## src/rtl/subleq_core.sv

```systemverilog
// Parametrised SUBLEQ core: fetch a/b/c, read mem[a] and mem[b], write mem[b]-mem[a], branch if <= 0.
// Optional build macro SUBLEQ_MMIO_EN maps the all-ones address to the io_out register.
module subleq_core #(
    parameter int                WORD_SIZE = 16,
    parameter int                ADDR_W    = 8,
    parameter logic [ADDR_W-1:0] RESET_PC  = '0,
    parameter int                CNT_W     = 32
) (
    input  logic                 clk,
    input  logic                 rst_n,
    input  logic                 run,
    output logic                 mem_req,
    output logic                 mem_we,
    output logic [ADDR_W-1:0]    mem_addr,
    output logic [WORD_SIZE-1:0] mem_wdata,
    input  logic [WORD_SIZE-1:0] mem_rdata,
    input  logic                 mem_ack,
    output logic [ADDR_W-1:0]    pc,
    output logic                 halted,
    output logic [CNT_W-1:0]     insn_count
`ifdef SUBLEQ_MMIO_EN
    ,
    output logic [WORD_SIZE-1:0] io_out
`endif
);

    typedef enum logic [2:0] {
        S_IDLE, S_FA, S_FB, S_FC, S_RA, S_RB, S_WB, S_HALT
    } state_t;

    function automatic logic branch_taken(input logic [WORD_SIZE-1:0] r);
        return (r == '0) || r[WORD_SIZE-1];
    endfunction

    function automatic logic word_all_ones(input logic [WORD_SIZE-1:0] w);
        return w == {WORD_SIZE{1'b1}};
    endfunction

    function automatic logic addr_all_ones(input logic [ADDR_W-1:0] a);
        return a == {ADDR_W{1'b1}};
    endfunction

    state_t                state_q, state_d;
    logic                  ph_q, ph_d;
    logic [ADDR_W-1:0]     pc_q, pc_d;
    logic                  halted_q, halted_d;
    logic [CNT_W-1:0]      cnt_q, cnt_d;
`ifdef SUBLEQ_MMIO_EN
    logic [WORD_SIZE-1:0]  io_q, io_d;
`endif

    logic [ADDR_W-1:0]     a_q, a_d;
    logic [ADDR_W-1:0]     b_q, b_d;
    logic [WORD_SIZE-1:0]  c_q, c_d;
    logic [WORD_SIZE-1:0]  ma_q, ma_d;
    logic [WORD_SIZE-1:0]  mb_q, mb_d;

    logic [WORD_SIZE-1:0]  r;
    logic [ADDR_W-1:0]     acc_addr;
    logic                  is_acc;
    logic                  bypass;
    logic                  done;

    assign r = mb_q - ma_q;

    always_comb begin
        state_d  = state_q;
        ph_d     = ph_q;
        pc_d     = pc_q;
        halted_d = halted_q;
        cnt_d    = cnt_q;
`ifdef SUBLEQ_MMIO_EN
        io_d     = io_q;
`endif
        a_d      = a_q;
        b_d      = b_q;
        c_d      = c_q;
        ma_d     = ma_q;
        mb_d     = mb_q;
        acc_addr = '0;
        is_acc   = 1'b0;
        bypass   = 1'b0;

        unique case (state_q)
            S_FA: begin is_acc = 1'b1; acc_addr = pc_q; end
            S_FB: begin is_acc = 1'b1; acc_addr = pc_q + ADDR_W'(1); end
            S_FC: begin is_acc = 1'b1; acc_addr = pc_q + ADDR_W'(2); end
            S_RA: begin is_acc = 1'b1; acc_addr = a_q; end
            S_RB: begin is_acc = 1'b1; acc_addr = b_q; end
            S_WB: begin is_acc = 1'b1; acc_addr = b_q; end
            default: ;
        endcase

`ifdef SUBLEQ_MMIO_EN
        // Data accesses to the all-ones address never reach memory; fetches do.
        if ((state_q == S_RA || state_q == S_RB || state_q == S_WB) && addr_all_ones(acc_addr))
            bypass = 1'b1;
`endif

        done = is_acc && (bypass || (ph_q && mem_ack));

        // ph_q=0 is the idle gap cycle before each request is raised.
        if (is_acc && !bypass && !ph_q)
            ph_d = 1'b1;

        if (state_q == S_IDLE && run && !halted_q) begin
            state_d = S_FA;
            ph_d    = 1'b0;
        end

        if (done) begin
            ph_d = 1'b0;
            unique case (state_q)
                S_FA: begin a_d = mem_rdata[ADDR_W-1:0]; state_d = S_FB; end
                S_FB: begin b_d = mem_rdata[ADDR_W-1:0]; state_d = S_FC; end
                S_FC: begin c_d = mem_rdata;             state_d = S_RA; end
                S_RA: begin ma_d = bypass ? '0 : mem_rdata; state_d = S_RB; end
                S_RB: begin mb_d = bypass ? '0 : mem_rdata; state_d = S_WB; end
                S_WB: begin
                    cnt_d   = cnt_q + CNT_W'(1);
                    state_d = S_IDLE;
`ifdef SUBLEQ_MMIO_EN
                    if (bypass)
                        io_d = r;
`endif
                    if (branch_taken(r)) begin
                        if (word_all_ones(c_q)) begin
                            halted_d = 1'b1;
                            state_d  = S_HALT;
                        end else begin
                            pc_d = c_q[ADDR_W-1:0];
                        end
                    end else begin
                        pc_d = pc_q + ADDR_W'(3);
                    end
                end
                default: ;
            endcase
        end
    end

    always_ff @(posedge clk or negedge rst_n) begin
        if (!rst_n) begin
            state_q  <= S_IDLE;
            ph_q     <= 1'b0;
            pc_q     <= RESET_PC;
            halted_q <= 1'b0;
            cnt_q    <= '0;
`ifdef SUBLEQ_MMIO_EN
            io_q     <= '0;
`endif
        end else begin
            state_q  <= state_d;
            ph_q     <= ph_d;
            pc_q     <= pc_d;
            halted_q <= halted_d;
            cnt_q    <= cnt_d;
`ifdef SUBLEQ_MMIO_EN
            io_q     <= io_d;
`endif
        end
    end

    // Operand registers are only read in states they were loaded for, so they need no reset.
    always_ff @(posedge clk) begin
        a_q  <= a_d;
        b_q  <= b_d;
        c_q  <= c_d;
        ma_q <= ma_d;
        mb_q <= mb_d;
    end

    assign mem_req    = is_acc && !bypass && ph_q;
    assign mem_we     = is_acc && (state_q == S_WB);
    assign mem_addr   = acc_addr;
    assign mem_wdata  = (state_q == S_WB) ? r : '0;
    assign pc         = pc_q;
    assign halted     = halted_q;
    assign insn_count = cnt_q;
`ifdef SUBLEQ_MMIO_EN
    assign io_out     = io_q;
`endif

endmodule
```

## config.mk

```make
export PLATFORM = sky130hd
export DESIGN_NAME = subleq_core
export DESIGN_NICKNAME = d
export VERILOG_FILES = /design/src/rtl/subleq_core.sv
export SDC_FILE = /design/constraint.sdc
export NUM_CORES = 1
export LEC_CHECK = 0
export ABC_AREA = 1
export CORE_UTILIZATION = 41
export DETAILED_ROUTE_END_ITERATION = 8
export RECOVER_POWER = 25
export SETUP_SLACK_MARGIN = 0.02
export SLEW_MARGIN = 20
export SYNTH_ARGS = -nofsm -noshare
export SYNTH_HDL_FRONTEND = slang
export SYNTH_SLANG_ARGS = --single-unit
export TNS_END_PERCENT = 5
```

## constraint.sdc

```tcl
create_clock -name clk -period 3.3 [get_ports clk]
set_input_delay 0.33 -clock clk [delete_from_list [all_inputs] [get_ports clk]]
set_output_delay 0.33 -clock clk [all_outputs]
set_load 0.05 [all_outputs]
```

==> impl_results.md <==
* EDFF count, synth at 64
* Root Buffer Master: clkbuf_16
* Nets at 846
* Internal Power at ~3100 uW
* Crit path launch type: flip-flop
* DIE AREA at 15400 um^2
* RSZ-0062 raised after global routing: no
* Drt total wl at between 10000 and 15000 um
* Inserted Diodes at 0
* Worst path required time at 2970 ps
* Post-DP HPWL at roughly 11000 um
* Synth cell types at 42
* CP Cell Sequence: ha_1, nand2_1, inv_1, a21oi_1, nand3_1, nand2_1, nand2_1, nor2_1, clkdlybuf4s50_1
* Placed instance area at 7210 um^2
* Pre-CTS setup slack at 85.9 ps
* Critical path peak fanout at 5
* Ys Warns at 0
* Fin worst setup slack at ~180 ps
* Via count at 4985
* Vias in the first global route at 4733
* Slew @ Worst Pin at 2490 ps
* Io pins at 87
* Ys flop type: edfxtp_1
* Worst hold path type: reg -> reg
* Share of cells above drive strength 1 at 0.0679
* Area of the core at 14500 um^2
* Sw Ratio at 0.448
* CP max stage delay at 810 ps
* Kind of critical path: reg -> out
* Share of flip-flops with an asynchronous set or reset at 0.413
* Net Sw Power at 2550 uW
* Port bufs at 86
* Wire per inst at 14.9 um
* Synth-to-Final Area Change at 23.5%
* Syn_area_per_cell at 8.57 um^2
* Combinational share of power at 0.474
* Drt pass-1 iters at 4
* Pins over their slew limit at 46
* Max Freq at 320 MHz
* Die Wd at 124 um
* Initial antenna violation count at 0
* Worst vdd ir at 0.373 mV
* Std-Cell Rows at 44
* Leak pwr at 0.00346 uW
* Mapped cell area at a little over 6000 um^2
* Clock buffer count from CTS at 9
* Max Cap Viol at 1
* Sink Count at 109
* CP Capture Type: primary output
* Syn nets at approximately 750
* GPL Wtd Cong at 0.907
* CP arrival at 2790 ps
* Via density at roughly 5
* Worst-path clk slew at 80 ps
* Htree depth at 3
* Initial Util at 0.420
* CP dominant cell by count: nand2_1
* Flop pwr share at 0.333
* #FFs+latches synth at 109
* TritonCTS clock tree: built
* Critical Path Slowest Stage Cell: clkdlybuf4s50_1
* Clock Path Buffers at 2
* Fin crit period at 3120 ps
* Cell Pwr Density at 754 nW/um^2
* Detailed Route Iter0 Violations at 410
* Largest net degree at the start of global routing at 46
* Final setup violation count at 0
* Clock latency on the worst-skew pair at about 350 ps
* Cell count after synthesis at 712
* Failing checks: max-capacitance violations, max-slew violations
* Sum of buffers and inverters on the critical path at 2
* Die Height at 124 um
* Final period utilization at 0.947
* Critical path's top delay family: buffers and inverters
* Final hold vios at 0
* Register area share after synthesis at 0.499
* # fillers at roughly 1400
* Tot GR Track Use at 0.207
* Total gr overflow at 0
* Status: finished with violations
* Clock share of power at 0.194
* Relative slew slack at -0.663
* Design area at between 7000 and 8000 um^2
* Detail Route Antenna Nets at 0
* DRC Markers at 0
* Clock skew at 10.9 ps
* First-pass GRT wire length at between 20000 and 25000 um
## metal layers
metal | global-route usage | wire length (um)
met4 | 0.0699 | 235
met3 | 0.0311 | 450
met5 | 0 | 0
met1 | 0.291 | 7330
met2 | 0.325 | 6830
## per-stage QoR
step | setup TNS (ps) | hold slack [ps] | util | power [uW] | cells
3_3_place_gp | 0 | 477 | 0.496 | 4580 | 978
5_1_grt | 0 | 546 | 0.518 | 6020 | 994
3_5_place_dp | 0 | 469 | 0.496 | 4600 | 978
6_report | 0 | 486 | 0.518 | 5680 | 994
2_1_floorplan | -136 | 34.4 | - | 3680 | 712
4_1_cts | 0 | 194 | 0.516 | 5710 | 994
## placed cells by master, fill, tap and decap left out, drive strengths merged, types with 2 or more instances in the layout
master / synthesis / routed
nand3: 39 / 39
o311ai: 2 / 2
ha: 20 / 20
o2111ai: 2 / 2
edfxtp: 64 / 64
nand3b: 5 / 5
dlygate4sd3: 0 / 9
nor3: 22 / 22
inv: 107 / 110
a21oi: 25 / 25
nand4: 21 / 21
dlymetal6s2s: 0 / 4
xor2: 26 / 26
buf: 2 / 14
a22oi: 5 / 5
clkdlybuf4s50: 0 / 62
o21ai: 16 / 16
dfrtp: 45 / 45
or2: 2 / 2
nand2: 214 / 214
clkinv: 1 / 3
nor4: 6 / 6
clkbuf: 6 / 10
xnor2: 11 / 11
o211ai: 3 / 3
nor2: 64 / 64
## timing repair
action,4_1_cts,5_1_grt
gates resized for setup,0,9
setup buffers,0,0
hold endpoints to repair,0,0
endpoints found under the setup margin,0,16
hold buffers,0,0
## kinds of logic after synthesis
| group | share of synthesized area |
|---|---|
| and+or+nand+nor | 0.276 |
| buffers and inverters | 0.0722 |
| DFF | 0.499 |
| AOI/OAI and AO/OA | 0.0541 |
| xor gates and xnor gates | 0.0543 |
| adders and majority gates | 0.0443 |
## path summary, 6_finish.rpt
| kind | to | cells after the start | startpoint | slack [ps] |
|---|---|---|---|---|
| max in group asynchronous | pc[4]$_DFFE_PN0P_ | 1 | rst_n | 1140 |
| min | halted$_DFFE_PN0P_ | 2 | halted$_DFFE_PN0P_ | 490 |
| min reg2reg | halted$_DFFE_PN0P_ | 2 | halted$_DFFE_PN0P_ | 490 |
| max | mem_wdata[11] | 9 | mb_q[9]$_DFFE_PP_ | 180 |
| min in group asynchronous | ph_q$_DFFE_PN0P_ | 1 | rst_n | 730 |
| max reg2reg | pc[4]$_DFFE_PN0P_ | 19 | mb_q[0]$_DFFE_PP_ | 380 |
## registers in the layout, summed over array words and instances, names as in the netlist
register	count
a_q	8
b_q	8
c_q	16
halted	1
insn_count	32
ma_q	16
mb_q	16
pc	8
ph_q	1
state_q	3
## worst register-to-register path, delay by kind of cell, from the launching register on
kind	cells	cell delay, ps
adders and majority gates	2	550
DFF	1	360
and+or+nand+nor	15	1840
buffers and inverters	2	130
## cell usage after synthesis (all sizes together), types with 3 or more instances
library cell    n  area (um^2)
xnor2          11         96.3
ha             20          250
nand4          21          138
nor3           22          138
nand2         214          823
nor2           64          288
a22oi           5         37.5
o21ai          16         80.1
xor2           26          235
dfrtp          45         1130
nand3b          5         37.5
clkbuf          6         22.5
inv           107          402
nand3          39          205
o211ai          3         22.5
edfxtp         64         1920
a21oi          25          133
nor4            6         37.5
## area by class of cell
class / count / area (um^2) / share of cell area
Clock buffer: 9 / 225 / 0.0299
Clock inverter: 7 / 72.6 / 0.00963
Inverter: 108 / 405 / 0.0538
Multi-Input combinational cell: 487 / 2630 / 0.350
Sequential cell: 109 / 3050 / 0.405
Tap cell: 184 / 230 / 0.0306
Timing Repair Buffer: 90 / 920 / 0.122
## power by group through the flow
stage	sequential, uW	clock, uW	combinational [uW]
2_1_floorplan	2130	0	1550
3_3_place_gp	1910	0	2670
3_5_place_dp	1920	0	2680
4_1_cts	1890	1120	2690
5_1_grt	1920	1180	2930
6_report	1890	1100	2690
(Power assumes the default switching activity.)
